===== src/rtl/lzx_irq_prio_ctrl.sv =====
// ---------------------------------------------------------------------------
// lzx_irq_prio_ctrl
//
// Purpose
//   Registered, cascadable priority interrupt controller. It works like a
//   clocked 74x148-style priority encoder with a grant handshake. N active-low
//   request lines are captured into a pending vector. Masked lines are
//   removed. The highest set index is then presented to a consumer as a
//   binary id. The id is held stable until the consumer acknowledges it.
//   The gs_n / eo_n flags give the usual encoder cascade outputs, registered
//   one cycle after their inputs.
//
// Configuration
//   LZX_IRQ_EDGE_EN  When defined, a falling edge on a request line sets its
//                    pending bit. The bit stays set until the grant of that
//                    index is acknowledged, and a new edge in the ack cycle
//                    wins over the clear.
//                    When undefined (default), the controller runs in level
//                    mode: pending is the registered inverse of req_n, ack
//                    does not touch it, and a line still held low is
//                    granted again.
//
// Parameters
//   N  number of request lines; a power of two from 2 to 64 (default 8)
//   W  encoded index width, $clog2(N); derived, do not override
//
// Ports
//   clk        in   clock, all state changes on the rising edge
//   rst        in   synchronous, active-high reset
//   req_n      in   [N-1:0] active-low requests, bit N-1 = highest priority
//   mask       in   [N-1:0] 1 = exclude the matching request from arbitration
//   ei_n       in   active-low cascade enable
//   irq_valid  out  a granted index is presented on irq_id
//   irq_id     out  [W-1:0] granted index, true binary
//   irq_ack    in   consumer accepts irq_id (ignored when nothing is presented)
//   gs_n       out  registered, active-low "enabled and some eligible request"
//   eo_n       out  registered, active-low "enabled and none eligible"
// ---------------------------------------------------------------------------
module lzx_irq_prio_ctrl #(
    parameter int N = 8,
    parameter int W = $clog2(N)
) (
    input  logic         clk,
    input  logic         rst,
    input  logic [N-1:0] req_n,
    input  logic [N-1:0] mask,
    input  logic         ei_n,
    output logic         irq_valid,
    output logic [W-1:0] irq_id,
    input  logic         irq_ack,
    output logic         gs_n,
    output logic         eo_n
);

    // -----------------------------------------------------------------------
    // Types and state
    // -----------------------------------------------------------------------
    typedef enum logic {
        IDLE    = 1'b0,
        PRESENT = 1'b1
    } state_t;

    state_t         state_q;
    logic [N-1:0]   prev_q;       // req_n as sampled on the previous edge
    logic [N-1:0]   pending_q;    // captured requests, active-high
    logic [N-1:0]   pending_d;
    logic [W-1:0]   irq_id_q;
    logic           irq_valid_q;
    logic           gs_n_q;
    logic           gs_n_d;
    logic           eo_n_q;
    logic           eo_n_d;

    logic [N-1:0]   eligible;
    logic           any_eligible;
    logic [W-1:0]   enc_idx;

    // -----------------------------------------------------------------------
    // Arbitration inputs
    // -----------------------------------------------------------------------
    assign eligible     = pending_q & ~mask;
    assign any_eligible = |eligible;

    // Priority encoder. The loop runs from low to high index, so the last
    // hit is the highest set bit. It scales with N and W without any
    // per-width decode table.
    // NOTE: every signal written in an always_comb gets a default value
    // first. A path that leaves a signal unassigned would infer a latch.
    always_comb begin
        enc_idx = '0;
        for (int i = 0; i < N; i++) begin
            if (eligible[i]) begin
                enc_idx = W'(i);
            end
        end
    end

    // -----------------------------------------------------------------------
    // Pending vector next state
    // -----------------------------------------------------------------------
`ifdef LZX_IRQ_EDGE_EN
    logic [N-1:0] fall;       // 1 -> 0 transition seen on this edge
    logic [N-1:0] ack_clr;    // one-hot clear of the acknowledged index

    assign fall = prev_q & ~req_n;

    always_comb begin
        ack_clr = '0;
        if (state_q == PRESENT && irq_ack) begin
            ack_clr[irq_id_q] = 1'b1;
        end
    end

    // The set term comes after the clear term. A new falling edge in the
    // same cycle as the ack of that index therefore keeps the bit pending.
    assign pending_d = (pending_q & ~ack_clr) | fall;
`else
    // Level mode: pending mirrors the request lines one cycle late. An ack
    // has no effect here, so a line still held low competes again.
    assign pending_d = ~req_n;
`endif

    // -----------------------------------------------------------------------
    // Cascade flags next state. These depend only on ei_n and on what is
    // eligible now; they do not depend on the grant FSM.
    // -----------------------------------------------------------------------
    always_comb begin
        gs_n_d = 1'b1;
        eo_n_d = 1'b1;
        if (!ei_n) begin
            gs_n_d = ~any_eligible;
            eo_n_d = any_eligible;
        end
    end

    // -----------------------------------------------------------------------
    // Request capture and cascade flag registers
    // -----------------------------------------------------------------------
    // NOTE: clocked state is updated with non-blocking (<=) assignments.
    // Every flop then samples the values from before the edge, whatever
    // order the statements are written in.
    always_ff @(posedge clk) begin
        if (rst) begin
            prev_q    <= '1;
            pending_q <= '0;
            gs_n_q    <= 1'b1;
            eo_n_q    <= 1'b1;
        end else begin
            prev_q    <= req_n;
            pending_q <= pending_d;
            gs_n_q    <= gs_n_d;
            eo_n_q    <= eo_n_d;
        end
    end

    // -----------------------------------------------------------------------
    // Grant FSM with registered outputs.
    // IDLE    : wait for the cascade enable and an eligible request, then
    //           latch the encoded index and present it.
    // PRESENT : hold irq_id until the ack. Mask, enable and request changes
    //           do not withdraw or alter the grant. After the ack, the FSM
    //           spends one cycle in IDLE, so the next grant comes no sooner
    //           than two edges after the ack edge.
    // Reset wins over the ack and drops any grant in flight.
    // -----------------------------------------------------------------------
    always_ff @(posedge clk) begin
        if (rst) begin
            state_q     <= IDLE;
            irq_id_q    <= '0;
            irq_valid_q <= 1'b0;
        end else begin
            case (state_q)
                IDLE: begin
                    if (!ei_n && any_eligible) begin
                        irq_id_q    <= enc_idx;
                        irq_valid_q <= 1'b1;
                        state_q     <= PRESENT;
                    end
                end
                PRESENT: begin
                    if (irq_ack) begin
                        irq_valid_q <= 1'b0;
                        state_q     <= IDLE;
                    end
                end
                default: begin
                    irq_valid_q <= 1'b0;
                    state_q     <= IDLE;
                end
            endcase
        end
    end

    // -----------------------------------------------------------------------
    // Outputs
    // -----------------------------------------------------------------------
    assign irq_valid = irq_valid_q;
    assign irq_id    = irq_id_q;
    assign gs_n      = gs_n_q;
    assign eo_n      = eo_n_q;

endmodule


===== config.mk =====
export PLATFORM = sky130hd
export DESIGN_NAME = lzx_irq_prio_ctrl
export DESIGN_NICKNAME = d
export VERILOG_FILES = /design/src/rtl/lzx_irq_prio_ctrl.sv
export SDC_FILE = /design/constraint.sdc
export NUM_CORES = 1
export LEC_CHECK = 0
export ABC_AREA = 0
export ABC_CLOCK_PERIOD_IN_PS = 1450
export CAP_MARGIN = 25
export CORE_MARGIN = 3
export CORE_UTILIZATION = 40
export CTS_CLUSTER_DIAMETER = 150
export CTS_CLUSTER_SIZE = 40
export DETAILED_ROUTE_END_ITERATION = 12
export PLACE_DENSITY = 0.84
export SYNTH_ARGS = -nofsm -noshare
export SYNTH_HDL_FRONTEND = slang
export SYNTH_SLANG_ARGS = --single-unit

===== constraint.sdc =====
create_clock -name clk -period 1.45 [get_ports clk]
set_input_delay 0.29 -clock clk [delete_from_list [all_inputs] [get_ports clk]]
set_output_delay 0.29 -clock clk [all_outputs]
set_load 0.1 [all_outputs]

Word level (Yosys, flattened, before mapping)
Index checks and enable logic that the tools add are counted.
{"block": "totals", "regBits": 15, "latch_bits": 0, "ramBits": 0, "romBits": 0, "inputBits": 20, "out_inout_bits": 6, "word_cells": 32, "memories": 0}
{"block": "op_classes", "add_sub_neg": 0, "multipliers": 0, "n_div": 0, "order_cmp": 0, "eq_ne": 2, "shifts": 0, "muxes": 13, "n_bitwise": 5, "reduce_logical": 6}
{"operator": "3-bit 2-to-1 mux", "n": 6}
{"operator": "8-bit NOT", "n": 2}
{"operator": "8-bit bitwise AND", "n": 1}
{"operator": "8-bit OR reduction", "n": 1}
{"operator": "1-bit 2-to-1 mux", "n": 5}
{"operator": "2-bit inequality test, second input constant", "n": 2}
{"operator": "1-bit case mux with 2 select lines", "n": 2}
{"operator": "2-bit AND reduction", "n": 2}
{"operator": "1-bit NOT", "n": 2}
{"operator": "2-bit OR reduction", "n": 1}
{"operator": "1-bit logical AND", "n": 1}
{"operator": "1-bit zero test", "n": 1}

Logic depth before layout (Yosys ltp)
{"block": "depth", "ltp_word": 9, "ltp_mapped": 4, "mapped_depth_nobuf": 4}

Worst setup path before layout
No wires, ideal clock.
{"block": "synth_path", "path_kind": "register to register", "start": "register irq_id[0] (netlist name)", "end": "register irq_id_q[0] (netlist: irq_id[0])", "setup_ps": 96, "arrival_time_ps": 1591, "t_required_ps": 1354, "path_slack_ps": -237, "stages_incl_launch_ff": 5, "n_path_buf": 0, "period_less_slack_ps": 1687, "cell_sequence": "dfxtp_1 inv_1 or3_1 o41a_1 o41ai_2"}
{"element": "end signal: assignment", "line_no": "175", "text": "irq_id_q <= enc_idx;"}
{"element": "end: declaration", "line_no": "67", "text": "logic [W-1:0] irq_id_q;"}

Worst setup path in the final report
{"block": "layout_path", "start": "input port mask[7]", "end": "register irq_id_q[1] (netlist: irq_id[1])"}
{"block": "layout_via", "elab_chain_cells": 5}
{"element": "start: declaration", "line_no": "46", "text": "input logic [N-1:0] mask,"}
{"element": "8-bit NOT (*)", "line_no": "81", "text": "assign eligible = pending_q & ~mask;"}
{"element": "8-bit bitwise AND (*)", "line_no": "81"}
{"element": "8-bit OR reduction", "line_no": "82", "text": "assign any_eligible = |eligible;"}
{"element": "1-bit logical AND", "line_no": "174", "text": "if (!ei_n && any_eligible) begin"}
{"element": "2-bit AND reduction (no source line)"}
Mark *: on every way between the ends. The rest lies on a longest branch, timed or not.
A chain may end at the register's enable or synchronous reset.

==> report_table.html <==
<table>
<tr><th>Metric</th><th>Value</th></tr>
<tr><th colspan="2">Outcome</th></tr>
<tr><td>Result of the run</td><td>completed</td></tr>
<tr><th colspan="2">STA</th></tr>
<tr><td>Final Hold Violating Endpoints</td><td>0</td></tr>
<tr><td>Period Utilization, post-route</td><td>95.51%</td></tr>
<tr><td>Unrepaired setup endpoints after global routing</td><td>no</td></tr>
<tr><td>Final max-slew violation count</td><td>0</td></tr>
<tr><td>Achievable Freq</td><td>0.7220 GHz</td></tr>
<tr><td>Clock period minus worst slack</td><td>1385 ps</td></tr>
<tr><td>Number of setup violations in the final report</td><td>0</td></tr>
<tr><td>Worst clock skew on the final layout</td><td>a little over 2 ps</td></tr>
<tr><td>Worst-Margin Slew</td><td>298.7 ps</td></tr>
<tr><td>Setup ws final</td><td>roughly 65 ps</td></tr>
<tr><td>Worst relative slew slack</td><td>between 80% and 90%</td></tr>
<tr><th colspan="2">Cells and area</th></tr>
<tr><td>Antenna cell count</td><td>0</td></tr>
<tr><td>Final core utilization</td><td>77.19%</td></tr>
<tr><td>Finished layout cell area</td><td>1080 µm²</td></tr>
<tr><td>Final cell count without fillers</td><td>118</td></tr>
<tr><td>Top library cells by usage in the layout, fill and taps aside</td><td>sky130_fd_sc_hd__clkdlybuf4s50_1, sky130_fd_sc_hd__dfxtp_1, sky130_fd_sc_hd__buf_4, sky130_fd_sc_hd__nor2_1</td></tr>
<tr><td>Most common cell after layout, fill and taps aside</td><td>sky130_fd_sc_hd__clkdlybuf4s50_1</td></tr>
<tr><td>Share of cells above drive strength 1</td><td>30.10%</td></tr>
<tr><td>NumNets Final</td><td>124</td></tr>
<tr><td>Area overhead of the layout relative to synthesis</td><td>69.55%</td></tr>
<tr><th colspan="2">Synthesis</th></tr>
<tr><td>Number of register bits inferred by synthesis</td><td>15</td></tr>
<tr><td>Post-synthesis simple-gate area fraction</td><td>31.43%</td></tr>
<tr><td>Share of cell area taken by muxes after synthesis</td><td>between 2 and 2.5%</td></tr>
<tr><td>Share of synthesized cell area in full adder, half adder and majority cells</td><td>0%</td></tr>
<tr><td>Yosys warns</td><td>0</td></tr>
<tr><td>Share of the synthesized netlist area taken by xor and xnor gates</td><td>0%</td></tr>
<tr><td>Post-Synthesis Cell Area</td><td>636.9 µm²</td></tr>
<tr><td>Fraction of the yosys area taken by sequential cells</td><td>47.15%</td></tr>
<tr><td>Syn Nets</td><td>slightly above 80</td></tr>
<tr><td>Cells after synthesis</td><td>63</td></tr>
<tr><td>Average cell area after synthesis</td><td>10.11 µm²</td></tr>
<tr><td>Distinct cells, synth</td><td>23</td></tr>
<tr><td>Largest family of logic cells by synthesized area</td><td>simple AND/OR/NAND/NOR gates</td></tr>
<tr><td>Compound-cell area share of the yosys netlist</td><td>15.52%</td></tr>
<tr><th colspan="2">Clock network</th></tr>
<tr><td>Clock Tree Root</td><td>sky130_fd_sc_hd__clkbuf_4</td></tr>
<tr><td>Clock tree from TritonCTS</td><td>done</td></tr>
<tr><td>Total of hold buffers inserted after clock tree synthesis</td><td>0</td></tr>
<tr><td>Total clock sinks</td><td>15</td></tr>
<tr><td>Post-CTS Setup Inserts</td><td>0</td></tr>
<tr><td>Clk buf depth</td><td>2</td></tr>
<tr><td>Clock latency of the later-clocked register in the worst-skew pair</td><td>approximately 280 ps</td></tr>
<tr><td>Number of buffers inserted during clock tree synthesis</td><td>3</td></tr>
<tr><td>CTS H-tree lvls</td><td>1</td></tr>
<tr><td>Cts repair resizes</td><td>0</td></tr>
<tr><td>Post-CTS clock slew at the launch and capture registers of the worst setup and hold paths</td><td>80 ps</td></tr>
<tr><th colspan="2">Global route</th></tr>
<tr><td>Wire length of the first global-routing pass</td><td>2194 µm</td></tr>
<tr><td>Initial antenna violation count</td><td>0</td></tr>
<tr><td>Number of global-route vias before repair</td><td>576</td></tr>
<tr><td>Maximum number of pins on one net before global-route repair</td><td>9</td></tr>
<tr><td>Overall routing resource usage</td><td>15.29%</td></tr>
<tr><td>Total grt overflow</td><td>0</td></tr>
<tr><th colspan="2">Route</th></tr>
<tr><td>Overall routed net length</td><td>~1400 µm</td></tr>
<tr><td>Average via count per standard cell</td><td>a little under 5</td></tr>
<tr><td>Remaining design rule violation count</td><td>0</td></tr>
<tr><td>Number of iterations in the first detailed-routing pass</td><td>3</td></tr>
<tr><td>Total number of vias</td><td>between 500 and 600</td></tr>
<tr><td>Antenna-violating nets left</td><td>0</td></tr>
<tr><td>1st-iter DRT viols</td><td>1</td></tr>
<tr><td>Wirelength per Cell</td><td>12.03 µm</td></tr>
<tr><th colspan="2">Die</th></tr>
<tr><td>Ports</td><td>26</td></tr>
<tr><td>Number of rows in the core area</td><td>13</td></tr>
<tr><td>Die Y</td><td>45.90 µm</td></tr>
<tr><td>Core area</td><td>1399 µm²</td></tr>
<tr><td>Initial core utilization</td><td>a little under half</td></tr>
<tr><td>Die outline area</td><td>2107 µm²</td></tr>
<tr><td>Width of the die</td><td>45.90 µm</td></tr>
<tr><th colspan="2">Hold path</th></tr>
<tr><td>Type of the most critical hold path</td><td>reg2reg</td></tr>
<tr><th colspan="2">Worst setup path</th></tr>
<tr><td>Slowest stage cell on the critical path</td><td>sky130_fd_sc_hd__clkdlybuf4s50_1</td></tr>
<tr><td>Category of the critical setup timing path</td><td>in2reg</td></tr>
<tr><td>Worst path cell trace</td><td>clkdlybuf4s50_1, nand2b_1, nand4_4, o21ai_4, mux2_4</td></tr>
<tr><td>Delay of the slowest cell on the worst path</td><td>450 ps</td></tr>
<tr><td>WP data arrival</td><td>1560 ps</td></tr>
<tr><td>Largest fanout on the critical path</td><td>4</td></tr>
<tr><td>Launching element type of the critical path</td><td>input pin</td></tr>
<tr><td>Data required time at the worst endpoint</td><td>1630 ps</td></tr>
<tr><td>Critical path capture point type</td><td>flop</td></tr>
<tr><th colspan="2">Placed design</th></tr>
<tr><td>Detailed placer's ending HPWL</td><td>1162 µm</td></tr>
<tr><td>Placer's final routability congestion estimate</td><td>around 0.76</td></tr>
<tr><td>Worst slack at placement</td><td>-242.3 ps</td></tr>
<tr><td>Placed Cells</td><td>114</td></tr>
<tr><td>Number of I/O port buffers</td><td>25</td></tr>
<tr><td>Cell Area, Placed</td><td>1054 µm²</td></tr>
<tr><th colspan="2">Pwr</th></tr>
<tr><td>Worst supply voltage drop on vdd</td><td>559.9 µV</td></tr>
<tr><td>Pleak</td><td>approximately 0.45 nW</td></tr>
<tr><td>Total Power</td><td>0.001020 W</td></tr>
<tr><td>Areal power density over the cells</td><td>945.0 nW/µm²</td></tr>
<tr><th colspan="2">Flow run</th></tr>
<tr><td>Max-cap violations</td><td>0</td></tr>
</table>
synth_stat cells:
| library cell | number | area [µm²] |
|---|---|---|
| sky130_fd_sc_hd__a21oi_1 | 2 | 10.01 |
| sky130_fd_sc_hd__a31oi_1 | 2 | 12.51 |
| sky130_fd_sc_hd__a32o_1 | 1 | 10.01 |
| sky130_fd_sc_hd__and2b_1 | 1 | 7.510 |
| sky130_fd_sc_hd__buf_4 | 1 | 7.510 |
| sky130_fd_sc_hd__clkbuf_1 | 1 | 3.750 |
| sky130_fd_sc_hd__dfxtp_1 | 15 | 300.3 |
| sky130_fd_sc_hd__inv_1 | 3 | 11.26 |
| sky130_fd_sc_hd__mux2_4 | 1 | 15.01 |
| sky130_fd_sc_hd__nand2_1 | 3 | 11.26 |
| sky130_fd_sc_hd__nand2b_1 | 6 | 37.54 |
| sky130_fd_sc_hd__nand2b_2 | 2 | 17.52 |
| sky130_fd_sc_hd__nand4_4 | 1 | 21.27 |
| sky130_fd_sc_hd__nand4bb_4 | 1 | 27.53 |
| sky130_fd_sc_hd__nor2_1 | 12 | 45.04 |
| sky130_fd_sc_hd__nor2b_1 | 2 | 12.51 |
| sky130_fd_sc_hd__nor2b_4 | 1 | 13.76 |
| sky130_fd_sc_hd__o211ai_1 | 1 | 7.510 |
| sky130_fd_sc_hd__o21ai_0 | 3 | 15.01 |
| sky130_fd_sc_hd__o21ai_4 | 1 | 16.27 |
| sky130_fd_sc_hd__o41a_1 | 1 | 11.26 |
| sky130_fd_sc_hd__o41ai_2 | 1 | 16.27 |
| sky130_fd_sc_hd__or3_1 | 1 | 6.260 |
area by class of cell:
type,count,area [µm²]
inverter,3,11.26
clock buffer,4,26.28
sequential,15,301.5
fill,95,319.1
multi-input combinational,43,314.1
tap,15,18.77
timing repair buffer,38,407.9
registers in the layout, indices dropped and copies added (netlist names):
signal and count:
irq_valid 1, gs_n 1, irq_id 3, state_q 1, pending_q 8, eo_n 1
worst paths after layout:
path | startpoint | to | slack (ps) | cells after the start
setup / recovery | mask[7] | irq_id[1]$_SDFFE_PP0P_ | 70 | 5
hold / removal | state_q$_SDFF_PP0_ | state_q$_SDFF_PP0_ | 510 | 2
setup reg to reg | pending_q[3]$_SDFF_PP0_ | irq_id[2]$_SDFFE_PP0P_ | 180 | 5
hold reg to reg | state_q$_SDFF_PP0_ | state_q$_SDFF_PP0_ | 510 | 2
per-stage QoR:
step           TNS [ps]  hold WS, ps
5_1_grt               0        505.8
6_report              0        507.5
3_3_place_gp     -843.6        483.3
2_1_floorplan         0        356.7
3_5_place_dp      -1118        491.8
4_1_cts               0        504.7
worst max-delay path: cells and delay by family:
| family | cells | cell delay, ps |
|---|---|---|
| mux | 1 | 300 |
| compound gates | 1 | 190 |
| buf+inv | 1 | 450 |
| simple gates | 2 | 320 |
per-layer routing:
metal	wire length [µm]	part of all wire [%]	vias to the layer above	GRT usage (%)
li1	-	-	295	-
met1	539	38	261	14.01
met2	765	54	19	28.02
met3	105	7.4	2	7.115
met4	10	0.70	0	6.818
met5	0	0	-	0
where the power goes:
part	internal [W]	switching [W]	total (W)
logic	0.000160	0.000165	0.000325
clock network	0.000107	0.000129	0.000236
registers	0.000440	0.0000200	0.000460
logic make-up (layout without fill, tap and decap cells):
group	Yosys count	after routing
and+or+nand+nor	30	30
DFF	15	15
AOI/OAI and AO/OA	12	12
buffers and inverters	5	45
muxes	1	1
Power figures use the tool's default switching activity.
